**src/rtl/pe_result_skid_buffer_if.sv**
```systemverilog
// Valid/ready bus carrying one PE result word and its flag bits.
// The master drives the payload and valid; the slave answers with ready.
// Widths must match the DATA_WIDTH/FLAG_WIDTH of the buffer they attach to.
interface pe_result_skid_buffer_if #(
  parameter int DATA_WIDTH = 16,
  parameter int FLAG_WIDTH = 5
);
  logic                  valid;
  logic                  ready;
  logic [DATA_WIDTH-1:0] data;
  logic [FLAG_WIDTH-1:0] flags;

  modport master (
    output valid,
    output data,
    output flags,
    input  ready
  );

  modport slave (
    input  valid,
    input  data,
    input  flags,
    output ready
  );
endinterface

```
**src/rtl/pe_result_skid_buffer.sv**
```systemverilog
// Two-entry skid buffer behind the PE shift/ALU datapath.
// The main register always drives the output bus. The skid register catches one extra
// result when downstream stalls.
// in_ready is derived only from the registered state, never from out_ready, so the
// upstream ready path stays short.
// Also counts accepted results whose zero flag (bit 1) is set, saturating at all-ones.
module pe_result_skid_buffer #(
  parameter int DATA_WIDTH = 16,
  parameter int FLAG_WIDTH = 5,
  parameter int CNT_WIDTH  = 8
) (
  input  logic                   CLK,
  input  logic                   RESETN,
  input  logic                   clk_en,
  pe_result_skid_buffer_if.slave  in_bus,
  pe_result_skid_buffer_if.master out_bus,
  input  logic                   clr_count,
  output logic [CNT_WIDTH-1:0]   zero_count
);

  typedef enum logic [1:0] {
    EMPTY = 2'd0,
    HALF  = 2'd1,
    FULL  = 2'd2
  } state_t;

  localparam logic [CNT_WIDTH-1:0] CNT_ONE = CNT_WIDTH'(1);
  localparam logic [CNT_WIDTH-1:0] CNT_MAX = '1;

  state_t                r_state;
  logic [DATA_WIDTH-1:0] r_main_data;
  logic [FLAG_WIDTH-1:0] r_main_flags;
  logic [DATA_WIDTH-1:0] r_skid_data;
  logic [FLAG_WIDTH-1:0] r_skid_flags;
  logic [CNT_WIDTH-1:0]  r_zero_count;

  state_t w_state_next;
  logic   w_in_ready;
  logic   w_out_valid;
  logic   w_accept;
  logic   w_pop;
  logic   w_main_load_in;
  logic   w_main_load_skid;
  logic   w_skid_load;

  assign w_in_ready  = clk_en & (r_state != FULL);
  assign w_out_valid = (r_state != EMPTY);
  assign w_accept    = clk_en & in_bus.valid & w_in_ready;
  assign w_pop       = clk_en & w_out_valid & out_bus.ready;

  assign in_bus.ready  = w_in_ready;
  assign out_bus.valid = w_out_valid;
  assign out_bus.data  = r_main_data;
  assign out_bus.flags = r_main_flags;
  assign zero_count    = r_zero_count;

  // Next-state and register-load decode from the current occupancy, accept and pop
  always_comb begin
    w_state_next     = r_state;
    w_main_load_in   = 1'b0;
    w_main_load_skid = 1'b0;
    w_skid_load      = 1'b0;
    case (r_state)
      EMPTY: begin
        if (w_accept) begin
          w_state_next   = HALF;
          w_main_load_in = 1'b1;
        end
      end
      HALF: begin
        if (w_accept && w_pop) begin
          w_main_load_in = 1'b1;
        end else if (w_accept) begin
          w_state_next = FULL;
          w_skid_load  = 1'b1;
        end else if (w_pop) begin
          w_state_next = EMPTY;
        end
      end
      FULL: begin
        // in_ready is low here, so only a pop can move the buffer
        if (w_pop) begin
          w_state_next     = HALF;
          w_main_load_skid = 1'b1;
        end
      end
      default: begin
        w_state_next = EMPTY;
      end
    endcase
  end

  // Occupancy state register; reset drops any buffered entries
  always_ff @(posedge CLK) begin
    if (!RESETN) begin
      r_state <= EMPTY;
    end else begin
      r_state <= w_state_next;
    end
  end

  // Main/skid payload registers; main keeps its last value when the buffer drains
  always_ff @(posedge CLK) begin
    if (!RESETN) begin
      r_main_data  <= '0;
      r_main_flags <= '0;
      r_skid_data  <= '0;
      r_skid_flags <= '0;
    end else begin
      if (w_main_load_in) begin
        r_main_data  <= in_bus.data;
        r_main_flags <= in_bus.flags;
      end else if (w_main_load_skid) begin
        r_main_data  <= r_skid_data;
        r_main_flags <= r_skid_flags;
      end
      if (w_skid_load) begin
        r_skid_data  <= in_bus.data;
        r_skid_flags <= in_bus.flags;
      end
    end
  end

  // Saturating count of accepted zero-flag results; clear beats increment
  always_ff @(posedge CLK) begin
    if (!RESETN) begin
      r_zero_count <= '0;
    end else if (clk_en) begin
      if (clr_count) begin
        r_zero_count <= '0;
      end else if (w_accept && in_bus.flags[1] && (r_zero_count != CNT_MAX)) begin
        r_zero_count <= r_zero_count + CNT_ONE;
      end
    end
  end

endmodule

```
**src/flat_wrapper.sv**
```systemverilog
// flat-port wrapper written by rule: the top's interface ports become plain ports
module pe_result_skid_buffer_flat 
#(
  parameter int DATA_WIDTH = 16,
  parameter int FLAG_WIDTH = 5,
  parameter int CNT_WIDTH  = 8
)
  (CLK, RESETN, clk_en, clr_count, zero_count, in_bus_valid, in_bus_data, in_bus_flags, in_bus_ready, out_bus_valid, out_bus_data, out_bus_flags, out_bus_ready);
  pe_result_skid_buffer_if #(.DATA_WIDTH(DATA_WIDTH), .FLAG_WIDTH(FLAG_WIDTH)) in_bus_i ();
  pe_result_skid_buffer_if #(.DATA_WIDTH(DATA_WIDTH), .FLAG_WIDTH(FLAG_WIDTH)) out_bus_i ();
  input  logic CLK;
  input  logic RESETN;
  input  logic clk_en;
  input  logic clr_count;
  output logic [CNT_WIDTH-1:0] zero_count;
  input wire logic [$bits(in_bus_i.valid)-1:0] in_bus_valid;
  input wire logic [$bits(in_bus_i.data)-1:0] in_bus_data;
  input wire logic [$bits(in_bus_i.flags)-1:0] in_bus_flags;
  output wire logic [$bits(in_bus_i.ready)-1:0] in_bus_ready;
  output wire logic [$bits(out_bus_i.valid)-1:0] out_bus_valid;
  output wire logic [$bits(out_bus_i.data)-1:0] out_bus_data;
  output wire logic [$bits(out_bus_i.flags)-1:0] out_bus_flags;
  input wire logic [$bits(out_bus_i.ready)-1:0] out_bus_ready;
  assign in_bus_i.valid = in_bus_valid;
  assign in_bus_i.data = in_bus_data;
  assign in_bus_i.flags = in_bus_flags;
  assign in_bus_ready = in_bus_i.ready;
  assign out_bus_valid = out_bus_i.valid;
  assign out_bus_data = out_bus_i.data;
  assign out_bus_flags = out_bus_i.flags;
  assign out_bus_i.ready = out_bus_ready;
  pe_result_skid_buffer #(.DATA_WIDTH(DATA_WIDTH), .FLAG_WIDTH(FLAG_WIDTH), .CNT_WIDTH(CNT_WIDTH)) u_core (.CLK(CLK), .RESETN(RESETN), .clk_en(clk_en), .in_bus(in_bus_i), .out_bus(out_bus_i), .clr_count(clr_count), .zero_count(zero_count));
endmodule
```
**config.mk**
```make
export PLATFORM = sky130hd
export DESIGN_NAME = pe_result_skid_buffer_flat
export DESIGN_NICKNAME = d
export VERILOG_FILES = /design/src/rtl/pe_result_skid_buffer_if.sv /design/src/rtl/pe_result_skid_buffer.sv /design/src/flat_wrapper.sv
export SDC_FILE = /design/constraint.sdc
export NUM_CORES = 1
export LEC_CHECK = 0
export ABC_AREA = 1
export CAP_MARGIN = 0
export CORE_MARGIN = 1.5
export CORE_UTILIZATION = 40
export DETAILED_ROUTE_END_ITERATION = 6
export PLACE_DENSITY = 0.7
export SKIP_CTS_REPAIR_TIMING = 1
export SYNTH_ARGS = -nofsm -noshare
export SYNTH_HDL_FRONTEND = slang
export SYNTH_SLANG_ARGS = --single-unit
export TNS_END_PERCENT = 50
```
**constraint.sdc**
```tcl
create_clock -name CLK -period 1.7 [get_ports CLK]
set_clock_uncertainty 0.2 [all_clocks]
set_input_delay 0.255 -clock CLK [delete_from_list [all_inputs] [get_ports CLK]]
set_output_delay 0.255 -clock CLK [all_outputs]
set_load 0.005 [all_outputs]
```
======== Yosys cells after proc, flatten, opt, wreduce, memory -nomap -nowiden ========
Cells that the tools add are included.
operators by class
  add/sub/neg operators ................... 1
  eq/ne operators ......................... 8
  mux-type cells .......................... 19
  bitwise logic cells ..................... 5
  reductions and logical operators ........ 9
operators by type and width
  operator               number
  $mux W16               2
  $mux W8                2
  $mux W2                5
  $mux W5                2
  $add A8 B1 Y8 const B  1
  $ne A8 B8 Y1 const B   1
  $mux W1                6
  $pmux W2 S3            1
  $reduce_bool A2 Y1     3
  $and A1 B1 Y1          5
  $ne A2 B1 Y1 const B   2
  $ne A2 B2 Y1 const B   2
  $reduce_and A4 Y1      1
  $logic_and A1 B1 Y1    3
  $ne A3 B1 Y1 const B   1
  $eq A2 B1 Y1 const B   1
  $eq A2 B2 Y1 const B   1
  $logic_not A2 Y1       1
  $pmux W1 S2            1
  $reduce_and A2 Y1      1
storage, ports and cells
  flip-flop bits (word level) ............. 52
  input bits .............................. 27
  output and inout port bits .............. 31
  word-level logic and storage cells ...... 48

======== Depth between registers and ports, before layout ========
  depth in word-level cells ............... 7
  mapped depth ............................ 10
  mapped depth without buffers ............ 10

======== Least setup slack after synthesis ========
Ideal clock, no wire load.
  path type ............................... flip-flop to flip-flop
  start point ............................. register u_core.r_zero_count[0], in the netlist u_core.zero_count[0]
  end point ............................... register u_core.r_zero_count[0], in the netlist u_core.zero_count[0]
  library setup time ...................... 0.116 ns
  data arrival time ....................... 1.247 ns
  required time ........................... 1.384 ns
  setup slack ............................. 0.137 ns
  cell stages (with the launch flop) ...... 11
  buffers on the path ..................... 0
  clock period less this slack ............ 1.563 ns
  cells stage by stage .................... dfxtp_1 > ha_1 > nand2_1 > nor2_1 > nand2_1 > nand3_1 > nand2_2 > nand2_4 > inv_2 > nor2_1 > nor2_1
between the ends
  cells in the longest elaborated chain, start to end .. 4
  elaborated cells on any way between the ends .. 7
  those cells by class .................... add/sub (1); eq/ne (1); mux (2); reduce/logical (3)
RTL lines
  item                                                   line                          source
  start: declaration                                     pe_result_skid_buffer.sv:35   logic [CNT_WIDTH-1:0] r_zero_count;
  start signal: assignment                               pe_result_skid_buffer.sv:132  r_zero_count <= r_zero_count + CNT_ONE;
  branches (longest 4 deep; another with $add A8 B1 Y8)  -
Parallel ways; which one is timed is not known. The select of a mux whose other input is x is not followed.
A chain may end at the register's enable or synchronous reset.

======== Worst setup path after layout ========
  start point ............................. register u_core.r_zero_count[5], in the netlist u_core.zero_count[5]
  end point ............................... output port zero_count[5]
RTL lines
  item              line                source
  end: declaration  flat_wrapper.sv:15  output logic [CNT_WIDTH-1:0] zero_count;
No word-level cell between the ends.

==> results.md <==
* Critical Path AT at 1190 ps
* Synthesized cell area at 2430 sq um
* Max Root-Sink Buffers at 2
* Worst Hold End: u_core.r_state[1]
* Worst Max-Slew Pin Slew at 269 ps
* Startpoint class of the critical path: flop
* CTS clk-pin slew, worst paths at 90 ps
* Psw at 677 uW
* Clk network pwr share at 32.6%
* Post-Place Setup Slack at -283 ps
* Path depth of the worst reg2reg path at 9
* Clock sink count at 52
* Endpoints failing hold at 0
* Warnings from Yosys at 0
* Sequential area share after synthesis at 42.8%
* Post-synth top area cell: dfxtp_1
* HP Start: u_core.r_state[0]
* CP Max Fanout at 3
* Placed cells at 453
* Post-synth net total at 345
* Min Tclk post-route at 1640 ps
* Final antenna diode count at 0
* Post-detail-place hpwl at 4000 um
* LEAKAGE at 0.00132 uW
* Layout cells sized above 1 at 19.4%
* Slew headroom at 81.8%
* Crit. Startpoint: u_core.zero_count[5]
* Netlist cell types at 29
* Highest clock rate at 609 MHz
* Most frequent cell after synthesis: nand2_1
* Worst reg2reg startpoint: u_core.zero_count[0]
* Cells after Synth at 317
* CP endpoint kind: output pin
* Synth Area per Inst at 7.68 sq um
* #FFs+latches synth at 52
* # rows at 28
* Logic pwr share at 17.5%
* Gpl congestion at 0.838
* Worst Slack Setup Final at 58.8 ps
* DRC at 0
* # port buffers at 57
* Run status: complete, no violations
* 1st-iter DRT viols at 71
* Slowest cell on crit path: clkdlybuf4s50_1
* Final core occ at 56.7%
* Max-slew violation count at 0
* Delay-heaviest family, CP: buffers and inverters
* Gr ovfl total at 0
* Max-cap violations at 0
* Largest net degree at the start of global routing at 27
* Placed Area at 3170 sq um
* Synth top area share at 42.8%
* DRT Wirelength at 5550 um
* Starting Density at 41.4%
* Crit path largest cell delay at 510 ps
* Worst Hold Class: reg2reg
* Commonest cells in the netlist: nand2_1 (68), nor2_1 (60), dfxtp_1 (52)
* Worst path bufs/invs at 1
* Io pins at 58
* Fin nets at 413
* First-pass GRT wire length at 9180 um
* Worst reg2reg endpoint: u_core.zero_count[1]
* Internal power at 1950 uW
* Setup CP Type: reg2out
* Hold depth at 1
* Placeable Area at 5890 sq um
* DR vias at 2225
* Vias in the first global route at 1954
* Chip Height at 81.0 um
* # setup viols final at 0
* Wire per inst at 12.0 um
* CTS Buf Count at 5
* CTS H-tree lvls at 2
* R2r setup slk at 130 ps
* CTS root buf: clkbuf_8
* TritonRoute pass-1 iters at 5
* Post-route ant nets at 0
* Clock Latency Late Sink at 300 ps
* Fin area at 3330 sq um
* Initial antenna violation count at 0
* Main synth FF type: dfxtp_1
* Sw Ratio at 25.8%
* Die footprint at 6560 sq um
* Post-synth EDFFs at 0
* Maximum vdd drop at 423 uV
* Vias per cell at 4.83
* GRT Overall Usage at 18.1%
* CP required at 1240 ps
* Area growth, synth to finish at 36.9%
* Pwr dens at 786 nW/um^2
* Final Cycle Share at 96.5%
* RSZ-0062 raised after global routing: false
* Die X at 81.0 um
* Sequential power share at 49.9%
* Asr flop ratio synth at 0%
* Ranking of synthesized cells by area: dfxtp_1 (43%), nand2_1 (10%), nor2_1 (9.2%)
* Final Non-Filler Cells at 461
* CTS tree: done
* CP cell instances: clkdlybuf4s50_1
==> cells by family (layout without fill, tap and decap cells) <==
kind of cell,count (synthesis),in the layout,share of synthesized area (%)
AO/OA/AOI/OAI,76,76,21.1
adder cells (fa/ha/maj),1,1,0.514
buffers and inverters,35,104,7.14
flip-flops,52,52,42.8
AND/OR/NAND/NOR,153,153,28.5
==> registers in the layout, indices dropped and copies added, names as in the netlist <==
register	flops
u_core.out_bus.data	16
u_core.out_bus.flags	5
u_core.r_skid_data	16
u_core.r_skid_flags	5
u_core.r_state	2
u_core.zero_count	8
==> power groups by stage <==
stage | registers (uW) | logic (uW) | clock network, uW
floorplan | 1340 | 232 | 0
global placement | 1340 | 451 | 0
detailed placement | 1340 | 455 | 0
CTS | 1310 | 458 | 864
global route | 1320 | 504 | 917
finish | 1310 | 458 | 856
==> how the worst max path moves through the flow <==
stage	cells after the start	to	slack, ps
2_1_floorplan	10	u_core.zero_count[0]	140
3_3_place_gp	8	u_core.out_bus.flags[3]	-250
3_5_place_dp	8	u_core.r_skid_data[9]	-280
4_1_cts	4	in_bus_ready	-260
5_1_grt	10	u_core.zero_count[2]	3
6_report	1	zero_count[5]	60
==> per-layer routing <==
layer	GRT usage (%)	vias up	routed length (um)
li1	-	1155	-
met5	0	-	0
met2	27.9	54	2440
met4	6.03	0	80
met1	25.0	1009	2740
met3	4.04	7	289
==> per-stage QoR <==
step	power [uW]	hold WS [ps]	setup TNS (ps)
floorplan	1570	198	0
global placement	1790	250	-10970
detailed placement	1790	257	-12340
CTS	2630	271	-560
global route	2740	272	0
finish	2620	255	0
==> placed cells by master, fill, tap and decap left out, types with 10 or more instances in the layout <==
cell type,n
a21oi_1,17
buf_4,16
a21boi_2,10
a21oi_2,10
clkdlybuf4s50_1,52
dfxtp_1,43
nor2_1,60
o21ai_0,21
a21boi_1,10
nand3_1,10
inv_1,14
nand2_1,67
==> worst reg2reg max path: cells and delay by family, from the launching register on <==
family                     cells  cell delay [ps]
AOI/OAI and AO/OA              1              170
DFF                            1              330
and+or+nand+nor                7              560
adders and majority gates      1              210
==> layout make-up <==
| cell class | instances | area [sq um] |
|---|---|---|
| fill | 567 | 2550 |
| multi-input combinational | 230 | 1230 |
| sequential | 52 | 1060 |
| timing repair buffer | 77 | 766 |
| tap | 75 | 93.8 |
| inverter | 19 | 71.3 |
| clock buffer | 5 | 68.8 |
| clock inverter | 3 | 42.5 |
Note: power is estimated with default switching activity, not from simulation.
